File: src/rtl/wave_analyzer.sv
// wave_analyzer: measures peak, trough, amplitude and period of a sampled
// periodic waveform, tracking slope direction and period stability.
module wave_analyzer (
  input  logic        clk,
  input  logic        rst,
  input  logic        clear,
  input  logic        sample_valid,
  input  logic [7:0]  sample,
  output logic [7:0]  peak,
  output logic [7:0]  trough,
  output logic [7:0]  amplitude,
  output logic [15:0] period,
  output logic        meas_valid,
  output logic        slope_up,
  output logic        locked
);

  typedef enum logic [1:0] {
    IDLE,
    FIRST,
    RISING,
    FALLING
  } state_t;

  localparam logic [15:0] SAT = 16'hFFFF;

  state_t      state;
  state_t      state_nx;
  logic [7:0]  prev;
  logic [7:0]  peak_cand;
  logic [7:0]  trough_cand;
  logic [15:0] cnt;
  logic        armed;

  logic        up;
  logic        dn;
  logic        peak_ev;
  logic        trough_ev;
  logic [15:0] cnt_inc;
  logic [7:0]  amp_nx;
  logic        lock_nx;

  assign up        = sample > prev;
  assign dn        = sample < prev;
  assign peak_ev   = (state == RISING) && dn;
  assign trough_ev = (state == FALLING) && up;

  // Counter value after one more accepted sample; doubles as the new
  // period on a trough event since it equals min(cnt+1, 16'hFFFF).
  assign cnt_inc = (cnt == SAT) ? cnt : cnt + 16'd1;

  // The trough being reported is prev, captured on this same edge.
  assign amp_nx = (peak_cand >= prev) ? peak_cand - prev : 8'd0;

  assign lock_nx = (cnt_inc == period) && (cnt_inc != SAT)
                   && (period != SAT);

  // Next direction state for an accepted sample.
  always_comb begin
    state_nx = state;
    unique case (state)
      IDLE:    state_nx = FIRST;
      FIRST: begin
        if (up)      state_nx = RISING;
        else if (dn) state_nx = FALLING;
      end
      RISING:  if (dn) state_nx = FALLING;
      FALLING: if (up) state_nx = RISING;
      default: state_nx = IDLE;
    endcase
  end

  // Sample acceptance, extremum capture, period counting, reported outputs.
  always_ff @(posedge clk) begin
    if (rst || clear) begin
      state       <= IDLE;
      prev        <= 8'd0;
      peak_cand   <= 8'd0;
      trough_cand <= 8'd0;
      cnt         <= 16'd0;
      armed       <= 1'b0;
      peak        <= 8'd0;
      trough      <= 8'd0;
      amplitude   <= 8'd0;
      period      <= 16'd0;
      meas_valid  <= 1'b0;
      slope_up    <= 1'b0;
      locked      <= 1'b0;
    end else begin
      meas_valid <= 1'b0;
      if (sample_valid) begin
        prev     <= sample;
        state    <= state_nx;
        slope_up <= (state_nx == RISING);
        if (peak_ev) begin
          peak_cand <= prev;
        end
        if (trough_ev) begin
          trough_cand <= prev;
          cnt         <= 16'd0;
          if (armed) begin
            period     <= cnt_inc;
            peak       <= peak_cand;
            trough     <= prev;
            amplitude  <= amp_nx;
            locked     <= lock_nx;
            meas_valid <= 1'b1;
          end else begin
            armed <= 1'b1;
          end
        end else begin
          cnt <= cnt_inc;
          if (cnt_inc == SAT) begin
            locked <= 1'b0;
          end
        end
      end
    end
  end

endmodule

File: config.mk
export PLATFORM = sky130hd
export DESIGN_NAME = wave_analyzer
export DESIGN_NICKNAME = d
export VERILOG_FILES = /design/src/rtl/wave_analyzer.sv
export SDC_FILE = /design/constraint.sdc
export NUM_CORES = 1
export LEC_CHECK = 0
export CAP_MARGIN = 10
export CORE_ASPECT_RATIO = 1.25
export CORE_MARGIN = 2
export CORE_UTILIZATION = 55
export CTS_CLUSTER_SIZE = 40
export DETAILED_ROUTE_END_ITERATION = 10
export DONT_BUFFER_PORTS = 1
export PLACE_DENSITY = 0.68
export SYNTH_ARGS = -nofsm -noshare
export SYNTH_HDL_FRONTEND = slang
export SYNTH_SLANG_ARGS = --single-unit
File: constraint.sdc
create_clock -name clk -period 4.7 [get_ports clk]
set_input_delay 0.705 -clock clk [delete_from_list [all_inputs] [get_ports clk]]
set_output_delay 0.705 -clock clk [all_outputs]
set_load 0.02 [all_outputs]
==> metrics.cfg, run 1 <==
[setup_path]
cp-start-kind=register
startpoint=prev[7]$_SDFFE_PP0P_
r2r-start=prev[7]$_SDFFE_PP0P_
crit_end=period[1]$_SDFFE_PP0P_
r2r_setup_slack_ns=1.32
path_class=register to register
critPathMaxFanout=24
worstSetupEndpointType=register
r2r_cells=10
reg2reg_to=period[1]$_SDFFE_PP0P_
crit_required_ns=4.98
cp.arrival_ns=3.65

[synth]
syn_nets=582
synth_xor_area_share_pct=4.56
synth_seq_cells=78
synth_top_family_by_area=simple AND/OR/NAND/NOR gates
synth_adder_area_share_pct=5.26
synth_area_um2=4420
syn_area_per_cell_um2=8.01
synth_flop_cell=dfxtp_1
ys_types=64
muxShareOfSynthArea_pct=5.49
synth-simple-area-share_pct=26.4
yosys_warnings=0
synth_compound_area_share_pct=16.4
synthCells=552
synth_edf_count=0
synthArstFlopShare_pct=0
yosysSeqAreaShare_pct=35.3

[clocking]
ctsResizeCount=0
cts_buffer_depth=2
postCtsSetupBuffers=0
insertion_delay_ns=0.37
cts-root-buf=clkbuf_8
cts_buffers=9
path_clk_slew_ns=0.09
cts_tree=done
cts-htree-levels=3
ctsHoldBuffers=0
clock_sinks=78

[sta]
skew_ns=0.0122
max_freq_ghz=0.296
setup_tns_ns=0
whs_ns=0.430
tightest_slew_ns=0.891
fin_ws_ns=1.32
finalHoldViolCount=0
rsz0062_at_grt=false
setup_viol=0
drv_slew=0
finalCriticalPeriod_ns=3.38
timing.final.crit_share_pct=71.9
slew_headroom_pct=40.3

[route]
wirelength_um=11400
dr.pass1.iters=5
ant_nets=0
drc=0
vias=3900
via_per_inst=6.22
drt_iter0_drc=301
wire_per_inst_um=18.2

[global_route]
grt_util_all_layers_pct=26.4
grt_max_degree=48
overflow=0
grt_pass1_wl_um=18500
grt_pass1_vias=3709
antenna_found_initial=0

[layout]
final_cell_area_um2=4540
syn_to_final_growth_pct=2.74
drive_above_1_share_pct=7.52
multi_input_area_um2=2570
nets=557
final_common_cell=nand2_1
antenna_cells=0
layout_common_cells=80 x nand2_1, 78 x dfxtp_1, 63 x a21oi_1
fill_cells=754
seqCellArea_um2=1560
final_util_pct=58.3
stdcell_count=627

[placed_design]
dpl_cell_area_um2=4350
io_buffers=0
pre_cts_slack_ns=1.16
gp_congestion=0.941
dp_hpwl_um=8300
dp_cells=611

[run_status]
status=finished clean

[power]
power_density_nw_per_um2=272
peakVddDrop_mv=0.222
p_total_mw=1.24
power_leakage_nw=1.51

[floorplan]
die_area_um2=8780
io_pins=55
die_h_um=104
core_um2=7790
start_util_pct=56.7
die_x_um=84.2
rows=36

[hold_path]
hp-start=sample_valid
hold_class=input pin to register

[job]
drv_cap=0

## how the worst min path moves through the flow
stage                           endpoint  cells after the start  slack (ns)
global placement    peak[7]$_SDFFE_PP0P_                      2        0.47
finish               cnt[7]$_SDFFE_PP0P_                      1        0.43
floorplan           peak[0]$_SDFFE_PP0P_                      2        0.44
CTS                  cnt[7]$_SDFFE_PP0P_                      1        0.41
detailed placement  peak[0]$_SDFFE_PP0P_                      2        0.47
global route         cnt[7]$_SDFFE_PP0P_                      1        0.43
## cell usage after synthesis, drive strengths merged (7+ instances only)
master | instances | share of area [%]
inv | 20 | 1.7
dfxtp | 78 | 35
ha | 17 | 4.8
nor3 | 9 | 1.1
o21ai | 17 | 1.9
nand4 | 20 | 3.5
a21oi | 63 | 7.1
nand2 | 80 | 6.8
nand2b | 9 | 1.3
nor2 | 52 | 4.4
a211oi | 7 | 1.3
buf | 24 | 3.5
xnor2 | 17 | 3.4
clkbuf | 16 | 1.4
nand3 | 24 | 2.7
mux2i | 22 | 5.0
## final cells by class
class	count	share of cell area [%]
tap	95	2.62
clock buffer	10	2.81
sequential	78	34.4
inverter	20	1.65
multi-input combinational	414	56.5
timing repair buffer	4	0.661
clock inverter	6	1.35
## report_power, final
part,switching [mW],total [mW],internal [mW]
clock network,0.258,0.502,0.245
registers,0.00557,0.669,0.664
logic,0.0393,0.0664,0.0271
## worst max-delay path, stage by stage, from the launching register on
cell	delay, ns
dfxtp_1	0.40
inv_1	0.10
ha_1	0.31
nand4_1	0.15
nor2_1	0.11
or3b_2	0.52
nand2_1	0.26
and3_1	0.77
buf_4	0.36
nor2_1	0.06
a311oi_1	0.23
## state kept, by name, indices dropped and copies added (netlist names), 2 cells and up
name       flops
amplitude      8
cnt           16
peak           8
peak_cand      8
period        16
prev           8
state          2
trough         8
## cells by family (layout without fill, tap and decap cells)
group / Yosys count / count (layout)
and+or+nand+nor: 231 / 231
AOI/OAI and AO/OA: 118 / 118
DFF: 78 / 78
buffers and inverters: 60 / 40
muxes: 24 / 24
xor gates and xnor gates: 23 / 23
adders and majority gates: 18 / 18
## routing by layer
metal	track usage, %	vias up	wire [um]	share of wire (%)
met1	30.7	1838	4610	40
met5	0	-	0	0
met2	44.8	138	5670	50
met4	13.0	0	447	3.9
met3	6.19	33	700	6.1
li1	-	1891	-	-
No activity file was read; power rests on OpenSTA's default activity.
==> inputs of run 2 (changes only) <==
--- a/config.mk
+++ b/config.mk
@@ -12,7 +12,7 @@
 export CTS_CLUSTER_SIZE = 40
 export DETAILED_ROUTE_END_ITERATION = 10
 export DONT_BUFFER_PORTS = 1
-export PLACE_DENSITY = 0.68
+export PLACE_DENSITY = 0.71
 export SYNTH_ARGS = -nofsm -noshare
 export SYNTH_HDL_FRONTEND = slang
 export SYNTH_SLANG_ARGS = --single-unit
==> constraint.sdc (replaced) <==
create_clock -name clk -period 2.77 [get_ports clk]
set_input_delay 0.4155 -clock clk [delete_from_list [all_inputs] [get_ports clk]]
set_output_delay 0.4155 -clock clk [all_outputs]
set_load 0.02 [all_outputs]
==> run 2 against run 1 <==
  * Routed wire length increased by 6.4%
  * Global-route usage rose by 1.9 points
  * Clock skew decreased by 0.0037 ns
  * Utilization rose by 3.5 points
  * Sequential power rose by 69%
  * Fmax grew 29%
  * Worst setup slack worse by 1.2 ns
  * Via count is 2.2% higher
  * Combinational power is 87% higher
  * Final cell count rose by 4.8%
  * Worst hold slack lost 0.30 ns
  * Power up 66%
  * Critical path type unchanged
  * Largest cell class unchanged
  * Largest power group unchanged
  * Highest routed layer unchanged
==> metrics.cfg, run 2 (synthesized netlist as in run 1, its figures left out) <==
[floorplan]
die_x_um=84.2
die_h_um=104
core_um2=7790
io_pins=55
rows=36
die_area_um2=8780
start_util_pct=56.7

[sta]
setup_viol=0
fin_ws_ns=0.141
skew_ns=0.00856
finalHoldViolCount=0
tightest_slew_ns=0.669
setup_tns_ns=0
finalCriticalPeriod_ns=2.63
max_freq_ghz=0.380
timing.final.crit_share_pct=94.9
drv_slew=0
slew_headroom_pct=55.4
rsz0062_at_grt=false

[layout]
syn_to_final_growth_pct=8.83
layout_common_cells=79 x nand2_1, 77 x dfxtp_1, 63 x a21oi_1
nets=587
fill_cells=721
final_common_cell=nand2_1
antenna_cells=0
reg_top3=cnt (16), period (16)
drive_above_1_share_pct=13.7

[clocking]
insertion_delay_ns=0.37
cts-htree-levels=3
path_clk_slew_ns=0.09
cts-root-buf=clkbuf_8
ctsHoldBuffers=0
cts_tree=done
clock_sinks=78
cts_buffer_depth=2
cts_buffers=9

[power]
peakVddDrop_mv=0.331
power_density_nw_per_um2=427
power_leakage_nw=1.66

[job]
drv_cap=0

[setup_path]
max_stage_delay_ns=0.44
crit_required_ns=3.06
cp-start-kind=register
worstSetupEndpointType=register
path_delay_family=simple AND/OR/NAND/NOR gates
critPathMaxFanout=7
crit_chain=nand4_1 > buf_4 > nor4_4 > mux2i_2 > o21ai_0 > a211o_2 > nor4_2 > a31oi_1 > a41oi_1
cp.arrival_ns=2.92
crit_slowest_cell=dfxtp_1
critPathBufInv=1
path_class=register to register

[run_status]
status=finished clean

[placed_design]
dp_hpwl_um=9050
pre_cts_slack_ns=-0.00602
io_buffers=0
gp_congestion=0.918

[global_route]
grt_util_all_layers_pct=28.2
grt_util_met3_pct=5.87
grt_most_used_layer=met2
grt_pass1_vias=3872
grt_pass1_wl_um=19500
antenna_found_initial=0
grt_max_degree=43
globalRouteMet2Util_pct=49.0
use_met1_pct=32.5
overflow=0

[route]
ant_nets=0
via_per_inst=6.07
wire_per_inst_um=18.5
drt_iter0_drc=244
wirelength_um=12200
vias=3987
drc=0
dr.pass1.iters=5

[hold_path]
hold_class=input pin to register

run 2: report_power, final:
group | internal (mW) | total [mW] | switching, mW
clock | 0.354 | 0.799 | 0.446
sequential | 1.13 | 1.13 | 0.00619
combinational | 0.0491 | 0.124 | 0.0752
total | 1.53 | 2.06 | 0.527
run 2: cell type report:
| class | instances | area (um^2) | share of cell area [%] |
|---|---|---|---|
| inverter | 20 | 75.1 | 1.56 |
| clock buffer | 10 | 138 | 2.86 |
| clock inverter | 6 | 46.3 | 0.962 |
| tap | 95 | 119 | 2.47 |
| sequential | 78 | 1560 | 32.5 |
| timing repair buffer | 34 | 275 | 5.72 |
| multi-input combinational | 414 | 2600 | 54.0 |
run 2: per-layer routing:
metal	part of all wire [%]	vias to the layer above	routed length (um)
met5	0	-	0
met4	3.2	0	392
met3	5.5	30	666
met2	51	120	6210
met1	40	1887	4890
li1	-	1950	-
run 2: per-stage QoR:
| step | util, % | hold slack, ns | area [um^2] | instances | power, mW |
|---|---|---|---|---|---|
| 5_1_grt | 61.8 | 0.123 | 4810 | 657 | 2.13 |
| 2_1_floorplan | - | 0.444 | 4420 | 552 | 1.26 |
| 6_report | 61.8 | 0.133 | 4810 | 657 | 2.06 |
| 4_1_cts | 61.4 | 0.120 | 4780 | 657 | 2.07 |
| 3_5_place_dp | 58.9 | 0.471 | 4590 | 641 | 1.28 |
| 3_3_place_gp | 58.9 | 0.466 | 4590 | 641 | 1.28 |
run 2: path summary, 6_finish.rpt:
check                            startpoint              endpoint  slack, ns  depth (start not counted)
setup / recovery       cnt[15]$_SDFFE_PP0P_   locked$_SDFFE_PP0P_       0.14                          9
hold / removal                 sample_valid   cnt[7]$_SDFFE_PP0P_       0.13                          1
setup reg to reg       cnt[15]$_SDFFE_PP0P_   locked$_SDFFE_PP0P_       0.14                          9
hold reg to reg   peak_cand[0]$_SDFFE_PP0P_  peak[0]$_SDFFE_PP0P_       0.47                          2
run 2: repair_timing:
item | 4_1_cts | 5_1_grt
pin swaps | 0 | 1
buffers inserted | 0 | 0
setup endpoints to repair | 1 | 25
gates resized for setup | 1 | 8
